<file path="src/rtl/booth_pkg.sv">
// Shared types and constants for the radix-2 Booth multiplier.
package booth_pkg;

  localparam int unsigned N_DEF = 4;

  typedef enum logic [1:0] {IDLE, CALC, SHIFT, DONE} state_t;

  // {Q[0], Q_1} pairs that call for an add or a subtract of M
  localparam logic [1:0] BOOTH_ADD = 2'b01;
  localparam logic [1:0] BOOTH_SUB = 2'b10;

endpackage

</file>
<file path="src/rtl/booth_alu.sv">
// Combinational Booth step: add/sub of M into ACC and the 1-bit arithmetic shift of {ACC,Q,Q_1}.
module booth_alu
  import booth_pkg::*;
#(
  parameter int unsigned N = N_DEF
) (
  input  logic [N:0]   acc_i,
  input  logic [N:0]   m_i,
  input  logic [N-1:0] q_i,
  input  logic         q1_i,
  output logic [N:0]   acc_calc_o,
  output logic [N:0]   acc_shift_o,
  output logic [N-1:0] q_shift_o,
  output logic         q1_shift_o
);

  always_comb begin
    acc_calc_o = acc_i;
    unique case ({q_i[0], q1_i})
      BOOTH_ADD: acc_calc_o = acc_i + m_i;
      BOOTH_SUB: acc_calc_o = acc_i - m_i;
      default:   acc_calc_o = acc_i;
    endcase
  end

  // ACC sign bit is replicated; Q[0] falls into Q_1
  assign {acc_shift_o, q_shift_o, q1_shift_o} = {acc_i[N], acc_i, q_i};

endmodule

</file>
<file path="src/rtl/booth_control.sv">
// Sequencer and registers for a radix-2 Booth signed multiplier: N calc/shift pairs, then
// the 2N-bit product is registered and done pulses for one cycle.
module booth_control
  import booth_pkg::*;
#(
  parameter int unsigned N = N_DEF
) (
  input  logic           clk,
  input  logic           rst,
  input  logic           valid,
  input  logic [N-1:0]   A,
  input  logic [N-1:0]   B,
  output logic [2*N-1:0] product,
  output logic           done,
  output logic           busy
);

  localparam int unsigned CntW = $clog2(N + 1);

  state_t         state_q, state_d;
  logic [N:0]     m_q, m_d;
  logic [N:0]     acc_q, acc_d;
  logic [N-1:0]   q_q, q_d;
  logic           q1_q, q1_d;
  logic [CntW-1:0] cnt_q, cnt_d;
  logic [2*N-1:0] product_q, product_d;
  logic           done_q, done_d;

  logic [N:0]     acc_calc, acc_shift;
  logic [N-1:0]   q_shift;
  logic           q1_shift;

  booth_alu #(
    .N(N)
  ) u_alu (
    .acc_i      (acc_q),
    .m_i        (m_q),
    .q_i        (q_q),
    .q1_i       (q1_q),
    .acc_calc_o (acc_calc),
    .acc_shift_o(acc_shift),
    .q_shift_o  (q_shift),
    .q1_shift_o (q1_shift)
  );

  always_ff @(posedge clk or negedge rst) begin
    if (!rst) begin
      state_q   <= IDLE;
      m_q       <= '0;
      acc_q     <= '0;
      q_q       <= '0;
      q1_q      <= 1'b0;
      cnt_q     <= '0;
      product_q <= '0;
      done_q    <= 1'b0;
    end else begin
      state_q   <= state_d;
      m_q       <= m_d;
      acc_q     <= acc_d;
      q_q       <= q_d;
      q1_q      <= q1_d;
      cnt_q     <= cnt_d;
      product_q <= product_d;
      done_q    <= done_d;
    end
  end

  always_comb begin
    state_d   = state_q;
    m_d       = m_q;
    acc_d     = acc_q;
    q_d       = q_q;
    q1_d      = q1_q;
    cnt_d     = cnt_q;
    product_d = product_q;
    done_d    = 1'b0;
    unique case (state_q)
      IDLE: begin
        if (valid) begin
          m_d     = {A[N-1], A};
          q_d     = B;
          acc_d   = '0;
          q1_d    = 1'b0;
          cnt_d   = CntW'(N);
          state_d = CALC;
        end
      end
      CALC: begin
        acc_d   = acc_calc;
        state_d = SHIFT;
      end
      SHIFT: begin
        acc_d = acc_shift;
        q_d   = q_shift;
        q1_d  = q1_shift;
        cnt_d = cnt_q - CntW'(1);
        if (cnt_q == CntW'(1)) begin
          // Load the result on entry to DONE so product and done change together
          product_d = {acc_shift[N-1:0], q_shift};
          done_d    = 1'b1;
          state_d   = DONE;
        end else begin
          state_d = CALC;
        end
      end
      DONE: state_d = IDLE;
      default: state_d = IDLE;
    endcase
  end

  assign product = product_q;
  assign done    = done_q;
  assign busy    = (state_q != IDLE);

endmodule

</file>
<file path="config.mk">
export PLATFORM = sky130hd
export DESIGN_NAME = booth_control
export DESIGN_NICKNAME = d
export VERILOG_FILES = /design/src/rtl/booth_pkg.sv /design/src/rtl/booth_alu.sv /design/src/rtl/booth_control.sv
export SDC_FILE = /design/constraint.sdc
export NUM_CORES = 1
export LEC_CHECK = 0
export ABC_AREA = 1
export BUFFER_PORTS_ARGS = -buffer_cell sky130_fd_sc_hd__buf_4
export CAP_MARGIN = 10
export CORE_UTILIZATION = 57
export DETAILED_ROUTE_END_ITERATION = 8
export GPL_TIMING_DRIVEN = 0
export HOLD_SLACK_MARGIN = 0.15
export PLACE_DENSITY = 0.76
export SLEW_MARGIN = 20
export SYNTH_ARGS = -nofsm -noshare
export SYNTH_HDL_FRONTEND = slang
export SYNTH_HIERARCHICAL = 1
export SYNTH_SLANG_ARGS = --single-unit
</file>
<file path="constraint.sdc">
create_clock -name clk -period 2.55 [get_ports clk]
set_input_delay 0.51 -clock clk [delete_from_list [all_inputs] [get_ports clk]]
set_output_delay 0.51 -clock clk [all_outputs]
set_load 0.01 [all_outputs]
</file>
==> flow_summary.toml <==
[run_status]
result_of_the_run = "finished, violations left"
failed_checks = "design-rule violations"

[clock_network]
cts_tree = "built"
clk_root_buffer_cell = "clkbuf_4"
cts_num_sinks = 28
worst_skew_pair.late_latency_ns = 0.33
postCtsSetupRepairBufs = 0
cts_buffers = 3
cts.reportedPaths.clkPinSlew_ns = 0.14
cts_max_path_buffers = 2
ctsHtreeMaxLevel = 1

[synthesis]
ys_seq_area_share_pct = 39.7
synth_enable_flop_cells = 0
synth.top_cell.area_share_pct = 39.7
ys_top_cells_by_count = "nand2_1, inv_1, dfrtp_1"
netlist_instances = 232
synth.net_count = 256
yosysTopAreaCell = "dfrtp_1"
async_flop_share_pct = 100
netlist_area_um2 = 1760
synth.top_cells.by_area = "dfrtp_1, nand2_1, ha_1, inv_1, nand3_1"
yosys.cell_types.count = 20
ys_ff_latch = 28
ys.warnings.count = 6
synth.most_common_cell = "nand2_1"
ys.flop_type = "dfrtp_1"
syn_avg_cell_area_um2 = 7.60

[sta]
grt_setup_unrepaired = "false"
finalMaxSlewViolations = 0
finClkSkew_ns = 0.00477
tightest_slew_ns = 0.354
timing.final.setup_violations = 0
final-hold-violation-count = 0
timing.final.crit_period_ns = 2.28
slew_headroom_pct = 76.4
finalSetupTns_ns = 0
finalWorstSetupSlack_ns = 0.274
final.period_utilization_pct = 89.3
maximum_clock_frequency_mhz = 439

[worst_setup_path]
worstPathArrival_ns = 2.52
crit_slowest_cell = "dfrtp_1"
regToRegStartpoint = "q_q[0]$_DFFE_PN0P_"
worst-setup-path-type = "reg -> reg"
timing.critical_path.from = "q_q[0]$_DFFE_PN0P_"
crit_path_end_kind = "flip-flop"
setup.worst_path.start_class = "flip-flop"
critPathRequiredTime_ns = 2.79
timing.critical_path.cells = "ha_1, a31oi_1, xor2_1, inv_1, ha_1, a21oi_1, nand2_1, nand3_1, nand3_1, nand2_1, nand2_1, nand2_1, nand2_1, nand3_1, nand2_1"
critical-path-top-cell-by-count = "nand2_1"
max_stage_delay_ns = 0.43
crit_path_max_fanout = 4

[die]
floorplan.core_area_um2 = 2850
die_area_um2 = 3320
io_pins = 21
die-width_um = 57.6
initial_utilization_pct = 61.8
die_height_um = 57.6
rows = 19

[place]
portBuffers = 20
dp_worst_setup_slack_ns = 0.236
dp.final_hpwl_um = 2430
placedInstanceArea_um2 = 1950
routabilityCongestion = 0.797

[run]
drv_cap = 0

[routing]
drt_drc_violations_left = 1
drt_first_pass_iters = 6
remaining_number_of_nets_flagged_by_the_antenna_check_after_routing = 0
via_count = 1438
wl_per_cell_um = 11.1
drtIter0Drc = 64
totalWireLength_um = 3190
via_per_inst = 4.99

[cells_and_area]
antennaDiodeCount = 0
final_area_um2 = 2000
drive_gt1_share_pct = 17.5
num-nets-final = 282
area_growth_syn_to_layout_pct = 13.3

[pwr]
leakagePower_nw = 1.11
vdd_drop_max_mv = 0.948
power.density_nw_per_um2 = 1340

[global_routing]
antenna_found_initial = 0
grt_remaining_overflow = 0
grt.total_usage_pct = 22.8
grt_pass1_wl_um = 5880
first_global_vias = 1397
largest_net_degree_at_the_start_of_global_routing = 29

[worst_hold_path]
hold_path_class = "in -> reg"
worst_hold_startpoint = "A[3]"
## cells in the final DEF, fill, tap and decap left out
cell,instances
nand4_1,1
inv_1,31
inv_4,1
buf_6,3
dlygate4sd3_1,1
o21ai_1,7
nand3_1,21
nand3_4,1
buf_4,30
clkbuf_4,3
xor2_1,2
nand3b_1,1
dfrtp_1,28
inv_2,3
nand2_4,3
a31oi_1,2
a21oi_1,3
nor2_1,6
clkbuf_8,1
nand2_1,82
o21ai_0,14
fa_1,1
ha_1,12
## power by group
group	internal, mW	switching, mW	total [mW]
Clock	0.0874	0.125	0.213
Combinational	0.709	0.983	1.69
Sequential	0.636	0.142	0.778
Total	1.43	1.25	2.68
## per-layer routing
| metal | vias to the layer above | wire (um) | part of all wire [%] | track usage [%] |
|---|---|---|---|---|
| met2 | 17 | 1450 | 45 | 37.5 |
| met5 | - | 0 | 0 | 0 |
| met3 | 2 | 79 | 2.5 | 5.13 |
| met1 | 654 | 1640 | 51 | 30.8 |
| li1 | 765 | - | - | - |
| met4 | 0 | 19 | 0.60 | 5.23 |
## path summary, 6_finish.rpt
| path | slack, ns | end | depth (start not counted) |
|---|---|---|---|
| max reg2reg | 0.27 | acc_q[4]$_DFFE_PN0P_ | 15 |
| max in group asynchronous | 1.68 | q_q[3]$_DFFE_PN0P_ | 2 |
| min in group asynchronous | 0.61 | acc_q[3]$_DFFE_PN0P_ | 2 |
| min | 0.40 | m_q[3]$_DFFE_PN0P_ | 3 |
| min reg2reg | 0.49 | cnt_q[2]$_DFFE_PN0P_ | 2 |
| max | 0.27 | acc_q[4]$_DFFE_PN0P_ | 15 |
## kinds of logic (layout without fill, tap and decap cells)
family	after synthesis	after routing	synth area share (%)
fa+ha+maj	13	13	9.65
simple gates	115	115	28.4
buf+inv	48	73	13.8
flops	28	28	39.7
compound gates	26	26	7.52
xor+xnor	2	2	0.993
## stage by stage
stage	util, %	total power [mW]	instances	hold WS (ns)
floorplan	-	2.06	232	0.214
global placement	68.5	2.43	283	0.451
detailed placement	68.5	2.47	283	0.449
CTS	70.1	2.69	288	0.395
global route	70.1	3.01	288	0.413
finish	70.1	2.68	288	0.400
## sequential cells by signal, indices dropped and copies added (netlist names)
signal and flops:
q_q 4, state_q 2, cnt_q 3, m_q 4, q1_q 1, acc_q 5, product 8, done 1
## final cells by class
| type | count | area (um2) |
|---|---|---|
| Timing Repair Buffer | 21 | 160 |
| Fill cell | 256 | 853 |
| Tap cell | 31 | 38.8 |
| Multi-Input combinational cell | 156 | 821 |
| Clock buffer | 4 | 36.3 |
| Sequential cell | 28 | 701 |
| Inverter | 35 | 134 |
| Buffer | 13 | 109 |
## critical path, delay by kind of cell, from the launching register on
kind / cells / cell delay (ns)
flops: 1 / 0.43
xor+xnor: 1 / 0.16
compound gates: 2 / 0.37
buf+inv: 1 / 0.06
fa+ha+maj: 2 / 0.58
simple gates: 9 / 0.59
## what timing repair did
item,CTS,global route
setup endpoints to repair,0,2
hold endpoints to repair,28,0
resized for setup,0,1
hold buffers,1,0
(Power assumes the default switching activity.)
